**src/rtl/fpu_mac_issue_if.sv**
```systemverilog
// Handshake bundle between the issue sequencer, the operand banks, the two
// multiplier inputs and the final adder output of the FPU MAC datapath.
interface fpu_mac_issue_if #(
  parameter int DATA_W = 32,
  parameter int ADDR_W = 6
);
  logic                  rd_en;
  logic [ADDR_W-1:0]     rd_addr;
  logic [4*DATA_W-1:0]   rd_data;
  logic [DATA_W-1:0]     op_a;
  logic [DATA_W-1:0]     op_b;
  logic [DATA_W-1:0]     op_c;
  logic [DATA_W-1:0]     op_d;
  logic                  stb_a;
  logic                  stb_b;
  logic                  stb_c;
  logic                  stb_d;
  logic                  ack_a;
  logic                  ack_b;
  logic                  ack_c;
  logic                  ack_d;
  logic [DATA_W-1:0]     result;
  logic                  result_stb;
  logic                  result_ack;

  modport master (
    output rd_en, rd_addr, op_a, op_b, op_c, op_d,
           stb_a, stb_b, stb_c, stb_d, result_ack,
    input  rd_data, ack_a, ack_b, ack_c, ack_d, result, result_stb
  );

  modport slave (
    input  rd_en, rd_addr, op_a, op_b, op_c, op_d,
           stb_a, stb_b, stb_c, stb_d, result_ack,
    output rd_data, ack_a, ack_b, ack_c, ack_d, result, result_stb
  );
endinterface

```
**src/rtl/fpu_mac_issue_sequencer.sv**
```systemverilog
// Streams {a,b,c,d} operand quadruples from the operand banks into the dual
// multiplier MAC datapath and counts final-adder results up to the programmed length.
module fpu_mac_issue_sequencer #(
  parameter int DATA_W = 32,
  parameter int ADDR_W = 6,
  parameter int CNT_W  = 16
) (
  input  logic              clk,
  input  logic              reset_n,
  input  logic              start,
  input  logic              abort,
  input  logic [CNT_W-1:0]  length,
  output logic              busy,
  output logic              done,
  output logic              aborted,
  output logic              len_err,
  output logic [DATA_W-1:0] last_result,
  output logic [CNT_W-1:0]  issue_cnt,
  output logic [CNT_W-1:0]  res_cnt,
  fpu_mac_issue_if.master   bus
);

  localparam logic [CNT_W-1:0] DEPTH = CNT_W'(2 ** ADDR_W);

  typedef enum logic [2:0] {
    ST_IDLE  = 3'd0,
    ST_FETCH = 3'd1,
    ST_LOAD  = 3'd2,
    ST_ISSUE = 3'd3,
    ST_DRAIN = 3'd4
  } state_e;

  state_e                   state_q, state_d;
  logic                     busy_q, busy_d;
  logic                     done_q, done_d;
  logic                     aborted_q, aborted_d;
  logic                     len_err_q, len_err_d;
  logic                     rd_en_q, rd_en_d;
  logic                     result_ack_q, result_ack_d;
  logic [ADDR_W-1:0]        rd_addr_q, rd_addr_d;
  logic [3:0][DATA_W-1:0]   op_q, op_d;
  logic [3:0]               stb_q, stb_d;
  logic [CNT_W-1:0]         len_q, len_d;
  logic [CNT_W-1:0]         issue_cnt_q, issue_cnt_d;
  logic [CNT_W-1:0]         res_cnt_q, res_cnt_d;
  logic [DATA_W-1:0]        last_result_q, last_result_d;

  logic [3:0]               ack_s;
  logic [3:0]               pending_s;
  logic                     count_s;
  logic [CNT_W-1:0]         res_cnt_inc_s;
  logic [CNT_W-1:0]         issue_nx_s;

  assign ack_s         = {bus.ack_d, bus.ack_c, bus.ack_b, bus.ack_a};
  assign pending_s     = stb_q & ~ack_s;
  assign count_s       = (state_q != ST_IDLE) && bus.result_stb && result_ack_q;
  // The drain exit compares against this so a result landing in the same cycle counts.
  assign res_cnt_inc_s = (count_s && (res_cnt_q < len_q)) ? (res_cnt_q + CNT_W'(1)) : res_cnt_q;
  assign issue_nx_s    = issue_cnt_q + CNT_W'(1);

  // Next-state and next-output computation for the whole sequencer.
  always_comb begin
    state_d       = state_q;
    done_d        = 1'b0;
    aborted_d     = 1'b0;
    rd_en_d       = 1'b0;
    result_ack_d  = 1'b1;
    len_err_d     = len_err_q;
    op_d          = op_q;
    stb_d         = stb_q;
    len_d         = len_q;
    issue_cnt_d   = issue_cnt_q;
    res_cnt_d     = res_cnt_q;
    last_result_d = last_result_q;

    if (abort) begin
      state_d = ST_IDLE;
      stb_d   = 4'h0;
      aborted_d = 1'b1;
    end else begin
      if (count_s) begin
        res_cnt_d     = res_cnt_inc_s;
        last_result_d = bus.result;
      end else begin
        res_cnt_d     = res_cnt_q;
      end

      case (state_q)
        ST_IDLE: begin
          if (start) begin
            if (length == {CNT_W{1'b0}}) begin
              done_d = 1'b1;
            end else if (length > DEPTH) begin
              len_err_d = 1'b1;
            end else begin
              len_d       = length;
              len_err_d   = 1'b0;
              issue_cnt_d = {CNT_W{1'b0}};
              res_cnt_d   = {CNT_W{1'b0}};
              rd_en_d     = 1'b1;
              state_d     = ST_FETCH;
            end
          end else begin
            state_d = ST_IDLE;
          end
        end
        ST_FETCH: state_d = ST_LOAD;
        ST_LOAD: begin
          op_d    = bus.rd_data;
          stb_d   = 4'hF;
          state_d = ST_ISSUE;
        end
        ST_ISSUE: begin
          stb_d = pending_s;
          if (pending_s == 4'h0) begin
            issue_cnt_d = issue_nx_s;
            if (issue_nx_s < len_q) begin
              rd_en_d = 1'b1;
              state_d = ST_FETCH;
            end else begin
              state_d = ST_DRAIN;
            end
          end else begin
            state_d = ST_ISSUE;
          end
        end
        ST_DRAIN: begin
          if (res_cnt_inc_s == len_q) begin
            done_d  = 1'b1;
            state_d = ST_IDLE;
          end else begin
            state_d = ST_DRAIN;
          end
        end
        default: state_d = ST_IDLE;
      endcase
    end

    rd_addr_d = issue_cnt_d[ADDR_W-1:0];
    busy_d    = (state_d != ST_IDLE);
  end

  // State and registered-output flops; reset forces every output low.
  always_ff @(posedge clk or negedge reset_n) begin
    if (!reset_n) begin
      state_q       <= ST_IDLE;
      busy_q        <= 1'b0;
      done_q        <= 1'b0;
      aborted_q     <= 1'b0;
      len_err_q     <= 1'b0;
      rd_en_q       <= 1'b0;
      result_ack_q  <= 1'b0;
      rd_addr_q     <= {ADDR_W{1'b0}};
      op_q          <= {(4*DATA_W){1'b0}};
      stb_q         <= 4'h0;
      len_q         <= {CNT_W{1'b0}};
      issue_cnt_q   <= {CNT_W{1'b0}};
      res_cnt_q     <= {CNT_W{1'b0}};
      last_result_q <= {DATA_W{1'b0}};
    end else begin
      state_q       <= state_d;
      busy_q        <= busy_d;
      done_q        <= done_d;
      aborted_q     <= aborted_d;
      len_err_q     <= len_err_d;
      rd_en_q       <= rd_en_d;
      result_ack_q  <= result_ack_d;
      rd_addr_q     <= rd_addr_d;
      op_q          <= op_d;
      stb_q         <= stb_d;
      len_q         <= len_d;
      issue_cnt_q   <= issue_cnt_d;
      res_cnt_q     <= res_cnt_d;
      last_result_q <= last_result_d;
    end
  end

  assign busy           = busy_q;
  assign done           = done_q;
  assign aborted        = aborted_q;
  assign len_err        = len_err_q;
  assign last_result    = last_result_q;
  assign issue_cnt      = issue_cnt_q;
  assign res_cnt        = res_cnt_q;
  assign bus.rd_en      = rd_en_q;
  assign bus.rd_addr    = rd_addr_q;
  assign bus.op_a       = op_q[0];
  assign bus.op_b       = op_q[1];
  assign bus.op_c       = op_q[2];
  assign bus.op_d       = op_q[3];
  assign bus.stb_a      = stb_q[0];
  assign bus.stb_b      = stb_q[1];
  assign bus.stb_c      = stb_q[2];
  assign bus.stb_d      = stb_q[3];
  assign bus.result_ack = result_ack_q;

endmodule

```
**src/flat_wrapper.sv**
```systemverilog
// flat-port wrapper written by rule: the top's interface ports become plain ports
module fpu_mac_issue_sequencer_flat 
#(
  parameter int DATA_W = 32,
  parameter int ADDR_W = 6,
  parameter int CNT_W  = 16
)
  (clk, reset_n, start, abort, length, busy, done, aborted, len_err, last_result, issue_cnt, res_cnt, bus_rd_en, bus_rd_addr, bus_op_a, bus_op_b, bus_op_c, bus_op_d, bus_stb_a, bus_stb_b, bus_stb_c, bus_stb_d, bus_result_ack, bus_rd_data, bus_ack_a, bus_ack_b, bus_ack_c, bus_ack_d, bus_result, bus_result_stb);
  fpu_mac_issue_if #(.DATA_W(DATA_W), .ADDR_W(ADDR_W)) bus_i ();
  input  logic clk;
  input  logic reset_n;
  input  logic start;
  input  logic abort;
  input  logic [CNT_W-1:0] length;
  output logic busy;
  output logic done;
  output logic aborted;
  output logic len_err;
  output logic [DATA_W-1:0] last_result;
  output logic [CNT_W-1:0] issue_cnt;
  output logic [CNT_W-1:0] res_cnt;
  output wire logic [$bits(bus_i.rd_en)-1:0] bus_rd_en;
  output wire logic [$bits(bus_i.rd_addr)-1:0] bus_rd_addr;
  output wire logic [$bits(bus_i.op_a)-1:0] bus_op_a;
  output wire logic [$bits(bus_i.op_b)-1:0] bus_op_b;
  output wire logic [$bits(bus_i.op_c)-1:0] bus_op_c;
  output wire logic [$bits(bus_i.op_d)-1:0] bus_op_d;
  output wire logic [$bits(bus_i.stb_a)-1:0] bus_stb_a;
  output wire logic [$bits(bus_i.stb_b)-1:0] bus_stb_b;
  output wire logic [$bits(bus_i.stb_c)-1:0] bus_stb_c;
  output wire logic [$bits(bus_i.stb_d)-1:0] bus_stb_d;
  output wire logic [$bits(bus_i.result_ack)-1:0] bus_result_ack;
  input wire logic [$bits(bus_i.rd_data)-1:0] bus_rd_data;
  input wire logic [$bits(bus_i.ack_a)-1:0] bus_ack_a;
  input wire logic [$bits(bus_i.ack_b)-1:0] bus_ack_b;
  input wire logic [$bits(bus_i.ack_c)-1:0] bus_ack_c;
  input wire logic [$bits(bus_i.ack_d)-1:0] bus_ack_d;
  input wire logic [$bits(bus_i.result)-1:0] bus_result;
  input wire logic [$bits(bus_i.result_stb)-1:0] bus_result_stb;
  assign bus_rd_en = bus_i.rd_en;
  assign bus_rd_addr = bus_i.rd_addr;
  assign bus_op_a = bus_i.op_a;
  assign bus_op_b = bus_i.op_b;
  assign bus_op_c = bus_i.op_c;
  assign bus_op_d = bus_i.op_d;
  assign bus_stb_a = bus_i.stb_a;
  assign bus_stb_b = bus_i.stb_b;
  assign bus_stb_c = bus_i.stb_c;
  assign bus_stb_d = bus_i.stb_d;
  assign bus_result_ack = bus_i.result_ack;
  assign bus_i.rd_data = bus_rd_data;
  assign bus_i.ack_a = bus_ack_a;
  assign bus_i.ack_b = bus_ack_b;
  assign bus_i.ack_c = bus_ack_c;
  assign bus_i.ack_d = bus_ack_d;
  assign bus_i.result = bus_result;
  assign bus_i.result_stb = bus_result_stb;
  fpu_mac_issue_sequencer #(.DATA_W(DATA_W), .ADDR_W(ADDR_W), .CNT_W(CNT_W)) u_core (.clk(clk), .reset_n(reset_n), .start(start), .abort(abort), .length(length), .busy(busy), .done(done), .aborted(aborted), .len_err(len_err), .last_result(last_result), .issue_cnt(issue_cnt), .res_cnt(res_cnt), .bus(bus_i));
endmodule
```
**config.mk**
```make
export PLATFORM = sky130hd
export DESIGN_NAME = fpu_mac_issue_sequencer_flat
export DESIGN_NICKNAME = d
export VERILOG_FILES = /design/src/rtl/fpu_mac_issue_if.sv /design/src/rtl/fpu_mac_issue_sequencer.sv /design/src/flat_wrapper.sv
export SDC_FILE = /design/constraint.sdc
export NUM_CORES = 1
export LEC_CHECK = 0
export ABC_AREA = 1
export BUFFER_PORTS_ARGS = -buffer_cell sky130_fd_sc_hd__buf_4
export CAP_MARGIN = 5
export CORE_MARGIN = 2
export CORE_UTILIZATION = 40
export DETAILED_ROUTE_END_ITERATION = 6
export PLACE_DENSITY = 0.69
export SLEW_MARGIN = 20
export SYNTH_ARGS = -nofsm -noshare
export SYNTH_HDL_FRONTEND = slang
export SYNTH_SLANG_ARGS = --single-unit
```
**constraint.sdc**
```tcl
create_clock -name clk -period 7.8 [get_ports clk]
set_clock_uncertainty 0.15 [all_clocks]
set_input_delay 0.39 -clock clk [delete_from_list [all_inputs] [get_ports clk]]
set_output_delay 0.39 -clock clk [all_outputs]
set_load 0.005 [all_outputs]
```
==> out/results.tsv <==
metric	value	unit
run_status	finished, final reports clean	
p_clk_frac	0.340	
syn_to_final_growth	56.64	%
coreArea	0.02518	sq mm
rsz0062_at_grt	false	
switching_share	0.2842	
hpwl	23810	um
ctsRootBufferMaster	clkbuf_16	
cts_sinks	221	
hold_viol_final	0	
final_max_slew_viol_count	0	
synth-async-reset-ratio	1.000	
timing.rr.start	u_core.issue_cnt[2]	
synth_ff_type	dfrtp_1	
synth_cells	952	
dr.pass1.iters	5	
path_clk_slew	60	ps
sequentialPowerShare	0.408	
io_pins	393	
yosys.area.top_type_share	0.5379	
grt_pass1_wl	52490	um
drive_gt1_frac	0.4075	
wire_per_inst	18.93	um
grt_pass1_vias	9654	
setup_tns	0	ps
synth_largest_area_cell	dfrtp_1	
slew_headroom	0.3640	
required	8060	ps
clockBufferDepth	3	
postLayoutCoreUtil	0.6395	
n_fill_cell	1921	
num_rows	58	
antenna_found_initial	6	
drt_iter0_drc	509	
viasPerCell	4.934	
clkLatencyLatePin	540	ps
nNetsFinal	1727	
synth-edff-count	0	
routed_wl	35350	um
cts_tree	built	
critPathKind	input pin to register	
dieArea	0.02700	sq mm
synth_warnings	0	
synth-seq-cells	221	
synthDistinctLibCells	39	
synthesis.nets	1169	
maxCapViolCount	0	
hold_start	bus_ack_c	
fin_crit_sh	0.4876	
hp-class	input pin to register	
critPathCaptureType	register	
track_usage	0.2522	
drc	0	
syn_area	0.01028	sq mm
htreeDepth	1	
cp_data_arrival_time	4060	ps
p_sw	1.045	mW
post_cts_buffers	0	
die_w	164.3	um
drtAntennaViolNets	0	
p_leak	8.363	nW
die_h	164.3	um
cp_max_fo	72	
max_freq	263.0	MHz
cts_inserted_buffers	26	
synthTopCellsByArea	dfrtp_1 (54%), mux2_2 (18%), nand2_1 (5.3%), ha_1 (3.9%), inv_1 (3.1%)	
ys_seq_area_frac	0.5379	
pwr-share-comb	0.251	
critPathLaunch	abort	
port_buffers	392	
tightest_slew	953.9	ps
vias	9212	
p_int	2.632	mW
initial_core_util	0.4083	
gp_congestion	0.8267	
cp-start-kind	input pin	
power_density	228.3	mW/mm^2
grt_overflow	0	
avgSynthCellArea	10.80	sq um
finalCriticalPeriod	3803	ps
grt_max_degree	79	
irDropWorstVdd	0.0001858	V
setup_viol	0	
-- stage by stage --
| step | cell area, sq um | total power, mW | setup slack [ps] | instances | hold slack [ps] |
|---|---|---|---|---|---|
| CTS | 16080 | 3.668 | 4060 | 1859 | 22.92 |
| detailed placement | 13510 | 2.346 | 4077 | 1643 | 255.5 |
| global placement | 13510 | 2.321 | 4106 | 1643 | 256.5 |
| floorplan | 10280 | 1.819 | 4870 | 952 | -55.59 |
| finish | 16100 | 3.677 | 3997 | 1867 | 47.61 |
| global route | 16100 | 3.855 | 3826 | 1865 | 73.86 |
-- state kept, by name, summed over array words and instances (netlist names) --
name and flops:
u_core.bus.op_a 32, u_core.bus.op_b 32, u_core.bus.op_c 32, u_core.bus.op_d 32
u_core.last_result 32, u_core.issue_cnt 16, u_core.len_q 16, u_core.res_cnt 16
u_core.stb_q 4, u_core.state_q 3, u_core.aborted 1, u_core.bus.rd_en 1
u_core.bus.result_ack 1, u_core.busy 1, u_core.done 1, u_core.len_err 1
-- critical path, cell delays in order --
cell	delay [ps]
dlygate4sd3_1	550
buf_4	150
clkinv_1	640
nand3_4	950
buf_4	850
mux2_2	450
-- Yosys cell counts (11+ instances only) --
master,instances
nand3_1,46
ha_1,32
nor2_1,63
xor2_1,17
a21oi_1,21
clkbuf_1,14
mux2_2,160
buf_2,11
dfrtp_1,221
o21ai_0,21
inv_1,86
nand2_1,146
nand4_1,26
o22ai_1,30
-- power by group through the flow --
stage	Clock [mW]	Sequential, mW	Combinational, mW
floorplan	0	1.49	0.328
global placement	0	1.50	0.824
detailed placement	0	1.50	0.841
CTS	1.26	1.49	0.917
global route	1.32	1.52	1.01
finish	1.25	1.50	0.924
-- metal layers --
metal,wire (um),track usage,part of all wire
met1,13380,0.2920,0.38
met2,17870,0.4418,0.51
met3,2866,0.07146,0.081
met4,1225,0.09649,0.035
met5,0,0,0
-- final cells by class --
class / instances / area, sq um / share of cell area
Antenna cell: 8 / 20.02 / 0.001243
Clock buffer: 38 / 775.7 / 0.04817
Sequential cell: 221 / 5530 / 0.3434
Clock inverter: 9 / 108.9 / 0.006759
Tap cell: 330 / 412.9 / 0.02564
Inverter: 90 / 337.8 / 0.02098
Multi-Input combinational cell: 605 / 4239 / 0.2632
Timing Repair Buffer: 566 / 4679 / 0.2906
-- cell families (layout without fill, tap and decap cells) --
group	after synthesis	count (layout)	synth area share
other	1	9	0.0003647
multiplexers	160	160	0.1752
XOR/XNOR	18	18	0.01533
buffers and inverters	126	703	0.05099
flip-flops	221	221	0.5379
AO/OA/AOI/OAI	78	78	0.04272
AND/OR/NAND/NOR	316	316	0.1385
adder cells (fa/ha/maj)	32	32	0.03894
-- cell usage in the layout, fill, tap and decap left out, drive strengths merged, types with 5 or more instances in the layout --
cell type	instances
clkbuf	38
nand2	157
xor2	17
nor4	5
nor2	66
inv	89
mux2	160
dlygate4sd3	169
nand4	26
o22ai	30
dfrtp	221
clkinv	7
diode	8
a21oi	21
o21ai	22
ha	32
buf	397
nor3	10
nand3	47
-- path summary, 6_finish.rpt --
path                                  endpoint  slack [ps]  cells after the start
max                         u_core.bus.op_d[9]        4000                      6
min                            u_core.stb_q[2]          50                      4
max reg2reg                        u_core.busy        4250                     21
min reg2reg                u_core.bus.op_c[13]         360                      1
max in group asynchronous  u_core.bus.op_c[10]        5850                      3
min in group asynchronous  u_core.bus.op_a[26]         260                      2
-- timing repair --
action,in CTS,in global routing
hold buffers,169,0
hold endpoints to repair,245,0
gates resized for setup,0,0
(Power assumes the default switching activity.)
